File: src/rtl/tdm_demux_pkg.sv
// tdm_demux_pkg: shared types and constants for the TDM demultiplexer.
//   state_e      : receive FSM states (IDLE, COLLECT)
//   TDM_DEF_*    : default slot-index width, channel count and channel width
//   ch_offset()  : bit offset of channel k in a packed channel word (k*W)
package tdm_demux_pkg;

    typedef enum logic {
        IDLE    = 1'b0,
        COLLECT = 1'b1
    } state_e;

    localparam int unsigned TDM_DEF_N = 3;
    localparam int unsigned TDM_DEF_M = 8;
    localparam int unsigned TDM_DEF_W = 1;

    function automatic int unsigned ch_offset(input int unsigned k, input int unsigned w);
        return k * w;
    endfunction

endpackage

File: src/rtl/tdm_slot_counter.sv
// tdm_slot_counter: modulo-M slot index counter.
//   clk, rst : clock, asynchronous active-high reset (count -> 0)
//   load     : force count to 1 (slot 0 is being written this cycle)
//   inc      : advance count, wrapping from M-1 to 0; load has priority
//   count    : current slot index (never reaches M or above)
//   wrap     : count is at M-1, the last slot of a frame
module tdm_slot_counter #(
    parameter int unsigned N = 3,
    parameter int unsigned M = 8
) (
    input  logic         clk,
    input  logic         rst,
    input  logic         load,
    input  logic         inc,
    output logic [N-1:0] count,
    output logic         wrap
);

    localparam logic [N-1:0] LAST = N'(M - 1);

    logic [N-1:0] count_q;
    logic [N-1:0] count_d;

    assign wrap  = (count_q == LAST);
    assign count = count_q;

    always_comb begin
        count_d = count_q;
        if (load) begin
            count_d = N'(1);
        end else if (inc) begin
            count_d = wrap ? '0 : count_q + N'(1);
        end
    end

    always_ff @(posedge clk or posedge rst) begin
        if (rst) begin
            count_q <= '0;
        end else begin
            count_q <= count_d;
        end
    end

endmodule

File: src/rtl/tdm_demux.sv
// tdm_demux: receive side of a TDM channel sweep. Collects one W-bit sample
// per valid slot (slot 0 flagged by frame_start) and publishes the M-channel
// word on Y once the last slot of a frame has arrived.
//   clk, rst    : clock, asynchronous active-high reset
//   din         : slot sample, qualified by din_valid
//   frame_start : marks slot 0; only meaningful with din_valid
//   Y           : channel word, channel k at Y[k*W +: W] (registered)
//   slot        : slot index the next valid sample is written to
//   busy        : high while a frame is being collected
//   frame_done  : one-cycle pulse, Y updated this cycle
//   frame_err   : one-cycle pulse when a frame is restarted mid-way
// Build option: TDM_DEMUX_LIVE_EN writes each sample straight into Y
// (no shadow buffer); otherwise Y is updated atomically per frame.
module tdm_demux
    import tdm_demux_pkg::*;
#(
    parameter int unsigned N = TDM_DEF_N,
    parameter int unsigned M = TDM_DEF_M,
    parameter int unsigned W = TDM_DEF_W
) (
    input  logic           clk,
    input  logic           rst,
    input  logic [W-1:0]   din,
    input  logic           din_valid,
    input  logic           frame_start,
    output logic [M*W-1:0] Y,
    output logic [N-1:0]   slot,
    output logic           busy,
    output logic           frame_done,
    output logic           frame_err
);

    state_e         state_q, state_d;
    logic [M*W-1:0] y_q, y_d;
    logic           done_q, done_d;
    logic           err_q, err_d;
`ifndef TDM_DEMUX_LIVE_EN
    logic [M*W-1:0] shadow_q, shadow_d;
`endif

    logic           cnt_load;
    logic           cnt_inc;
    logic           cnt_wrap;
    logic [N-1:0]   slot_w;
    logic [N-1:0]   wr_idx;
    logic [M*W-1:0] wr_word;

    tdm_slot_counter #(
        .N (N),
        .M (M)
    ) u_slot_counter (
        .clk   (clk),
        .rst   (rst),
        .load  (cnt_load),
        .inc   (cnt_inc),
        .count (slot_w),
        .wrap  (cnt_wrap)
    );

    always_comb begin
        state_d  = state_q;
        y_d      = y_q;
        done_d   = 1'b0;
        err_d    = 1'b0;
        cnt_load = 1'b0;
        cnt_inc  = 1'b0;
`ifndef TDM_DEMUX_LIVE_EN
        shadow_d = shadow_q;
        wr_word  = shadow_q;
`else
        wr_word  = y_q;
`endif

        // Sample lands in slot 0 on frame_start, otherwise at the counter.
        // In IDLE only a frame_start sample is accepted.
        wr_idx = frame_start ? '0 : slot_w;
        if (din_valid && (frame_start || (state_q == COLLECT))) begin
            for (int unsigned k = 0; k < M; k++) begin
                if (wr_idx == N'(k)) begin
                    wr_word[ch_offset(k, W) +: W] = din;
                end
            end
        end

        unique case (state_q)
            IDLE: begin
                if (din_valid && frame_start) begin
                    cnt_load = 1'b1;
                    state_d  = COLLECT;
                end
            end
            COLLECT: begin
                if (din_valid) begin
                    if (frame_start) begin
                        cnt_load = 1'b1;
                        err_d    = 1'b1;
                    end else begin
                        cnt_inc = 1'b1;
                        if (cnt_wrap) begin
                            done_d  = 1'b1;
                            state_d = IDLE;
`ifndef TDM_DEMUX_LIVE_EN
                            // Publish the buffer with the final sample merged in.
                            y_d = wr_word;
`endif
                        end
                    end
                end
            end
            default: state_d = IDLE;
        endcase

`ifdef TDM_DEMUX_LIVE_EN
        y_d = wr_word;
`else
        shadow_d = wr_word;
`endif
    end

    always_ff @(posedge clk or posedge rst) begin
        if (rst) begin
            state_q  <= IDLE;
            y_q      <= '0;
            done_q   <= 1'b0;
            err_q    <= 1'b0;
`ifndef TDM_DEMUX_LIVE_EN
            shadow_q <= '0;
`endif
        end else begin
            state_q  <= state_d;
            y_q      <= y_d;
            done_q   <= done_d;
            err_q    <= err_d;
`ifndef TDM_DEMUX_LIVE_EN
            shadow_q <= shadow_d;
`endif
        end
    end

    assign Y          = y_q;
    assign slot       = slot_w;
    assign busy       = (state_q == COLLECT);
    assign frame_done = done_q;
    assign frame_err  = err_q;

endmodule

File: config.mk
export PLATFORM = sky130hd
export DESIGN_NAME = tdm_demux
export DESIGN_NICKNAME = d
export VERILOG_FILES = /design/src/rtl/tdm_demux_pkg.sv /design/src/rtl/tdm_slot_counter.sv /design/src/rtl/tdm_demux.sv
export SDC_FILE = /design/constraint.sdc
export NUM_CORES = 1
export LEC_CHECK = 0
export ABC_AREA = 0
export BUFFER_PORTS_ARGS = -buffer_cell sky130_fd_sc_hd__buf_2
export CORE_MARGIN = 10
export CORE_UTILIZATION = 45
export DETAILED_ROUTE_END_ITERATION = 8
export GPL_ROUTABILITY_DRIVEN = 0
export PLACE_DENSITY = 0.76
export SLEW_MARGIN = 20
export SYNTH_ARGS = -nofsm -noshare
export SYNTH_HDL_FRONTEND = slang
export SYNTH_HIERARCHICAL = 1
export SYNTH_SLANG_ARGS = --single-unit
File: constraint.sdc
create_clock -name clk -period 2.2 [get_ports clk]
set_input_delay 0.22 -clock clk [delete_from_list [all_inputs] [get_ports clk]]
set_output_delay 0.22 -clock clk [all_outputs]
set_load 0.02 [all_outputs]
==> run metrics <==
Critical Path RT 2.45 ns; Tot GR Track Use 10.1%; sequential area share after synthesis 52.1%; reg2reg end Y[0]$_DFFE_PP0P_; dpl ws 0.388 ns; Mapped Cells 93; worst-margin pin slew 0.734 ns; total negative slack 0 ns; Syn Area/Cell 11.4 sq um; FF-to-FF path depth 5; initial core utilization 47.3%; Num Clock Sinks 22; post-synthesis compound-gate area fraction 9.95%; area share of the largest cell type after synthesis 52.1%; post-synthesis register bit count 22; Most used DFF post-synth dfrtp_1; Die W 68.4 um; multi-input logic area 468 sq um; die area 4680 sq um; commonest non-fill, non-tap cell in the layout dfrtp_1; total wire length 2150 um; commonest cells after routing, fill and taps aside 22 x dfrtp_1, 18 x buf_2, 7 x nand2_1, 7 x o21ai_0, 7 x nor2_1; Syn Nets 100; H-tree lvl count 1; final hold violations 0; CTS tree done; Layout Nets 122; simple-gate area share of the yosys netlist 21.9%; WHS Endpoint frame_err$_DFF_PP0_; diodes inserted 0; status finished, final reports clean; port bufs 18; Num CTS Buffers 3; # IOs 19; Post-synth EDFFs 0; Yosys top cell by area dfrtp_1; vias in the first global route 740; Final Skew 0.0109 ns; clk_lat worst skew 0.31 ns; Root Driver clkbuf_4; largest family of logic cells by synthesized area simple AND/OR/NAND/NOR gates; min-delay src frame_start; CTS max path bufs 2; CP max FO 11; Max Cap Viol 0; Yosys cell types 34; Finish-stage setup viols 0; register area 551 sq um; drt pass-1 iters 4; Via Count 739; Final Worst Setup Slack 0.354 ns; fmax 542 MHz; minimum clock period 1.85 ns; die height 68.4 um; Warnings, synthesis 6; slew margin rel. 51.0%; Hold Path Cell Cnt 2; vias per cell 5.20; Tcrit/Tclk final 83.9%; routed len/inst 15.1 um; worst vdd ir 0.793 mV; R2R Path Start u_slot_counter/count[0]$_DFFE_PP0P_; Crit. End Element flop; Crit Path Class reg -> reg; Worst Setup Start Kind flop; worst hold slack 0.258 ns; first-pass GRT wire length 3570 um; Final ANT Viol Nets 0; Worst Hold Class in -> reg; Post-Syn Area 1060 sq um; Overflow after GRT 0; DRC viols 0; Adder-Cell Fraction of Synth Area 2.37%; DR iter-0 viols 38; # hold bufs at CTS 1; synthesis-to-finish area growth 16.0%; std cell rows 17; xor and xnor area share after synthesis 0%; Synth area leaders dfrtp_1 52%, mux2i_1 4.7%, o21ai_0 3.3%; share of flip-flops with an asynchronous set or reset 100%; mux cell area share after synthesis 10.1%; Arr. time, crit path 2.10 ns; CTS resizes 0; layout cell share with drive strength beyond 1 28.1%; Fillers 197; initial antenna violation count 0; Final Max Slew Viols 0; Core Area 2230 sq um; Lkg Pwr 0.605 nW; reg2reg setup slack 0.35 ns; largest net degree at the start of global routing 20; clock-pin slew on the worst setup and hold paths 0.13 ns; dpl hpwl 1630 um; RSZ-0062 raised after global routing false; Post-CTS Setup Bufs 0; Cell Pwr Density 1050 nW/um^2
power breakdown:
group | internal (W) | leakage, nW | total, W | switching, W
logic | 0.000160 | 0.292 | 0.000378 | 0.000217
clock network | 0.000184 | 0.0279 | 0.000310 | 0.000125
registers | 0.000513 | 0.285 | 0.000593 | 0.0000799
total | 0.000858 | 0.605 | 0.00128 | 0.000423
area by class of cell:
class,instances,area share [%]
inverter,5,1.53
multi-input combinational,64,38.2
sequential,22,44.9
clock inverter,1,2.45
timing repair buffer,19,8.17
tap,28,2.86
clock buffer,3,1.84
state kept, by name (all words and copies together) (netlist names):
signal,flops
Y,8
busy,1
frame_done,1
frame_err,1
shadow_q,8
u_slot_counter/count,3
synthesized netlist by cell type (all sizes together) (2+ instances only):
cell type and count:
dfrtp 22, o21ai 8, nand2 7, nor2 7, inv 5, mux2 5, mux2i 5, a31oi 3
nand2b 3, nor3 3, or3 3, buf 2, ha 2, nand3b 2, nand4b 2, nor3b 2
worst max path at each step:
stage                                         from               end  slack (ns)
3_3_place_gp   u_slot_counter/count[0]$_DFFE_PP0P_  Y[0]$_DFFE_PP0P_        0.46
4_1_cts        u_slot_counter/count[0]$_DFFE_PP0P_  Y[0]$_DFFE_PP0P_        0.35
5_1_grt        u_slot_counter/count[0]$_DFFE_PP0P_  Y[0]$_DFFE_PP0P_        0.27
6_report       u_slot_counter/count[0]$_DFFE_PP0P_  Y[0]$_DFFE_PP0P_        0.35
2_1_floorplan  u_slot_counter/count[0]$_DFFE_PP0P_  Y[0]$_DFFE_PP0P_        0.40
3_5_place_dp   u_slot_counter/count[0]$_DFFE_PP0P_  Y[0]$_DFFE_PP0P_        0.39
metrics by stage:
step | power (W) | instance area, sq um | instances | util [%]
after floorplan | 0.000865 | 1060 | 93 | -
after global placement | 0.000972 | 1160 | 137 | 52.0
after detailed placement | 0.000985 | 1160 | 137 | 52.0
after CTS | 0.00130 | 1220 | 142 | 54.8
after global routing | 0.00137 | 1220 | 142 | 54.8
final | 0.00128 | 1220 | 142 | 54.8
layer usage:
metal | global-route usage (%) | wire (um) | up-vias
li1 | - | - | 375
met1 | 11.5 | 944 | 349
met2 | 16.9 | 1050 | 13
met3 | 4.40 | 128 | 2
met4 | 3.02 | 21 | 0
met5 | 0 | 0 | -
kinds of logic (layout without fill, tap and decap cells):
family          after synthesis  after routing
simple gates                 35             35
mux                          10             10
flops                        22             22
buf+inv                       7             28
compound gates               17             17
fa+ha+maj                     2              2
worst max-delay path, stage by stage (launching register included):
cell	delay, ns
dfrtp_1	0.57
ha_1	0.21
ha_1	0.21
nand4b_4	0.18
or4b_1	0.51
nand3_1	0.10
Power figures use the tool's default switching activity.
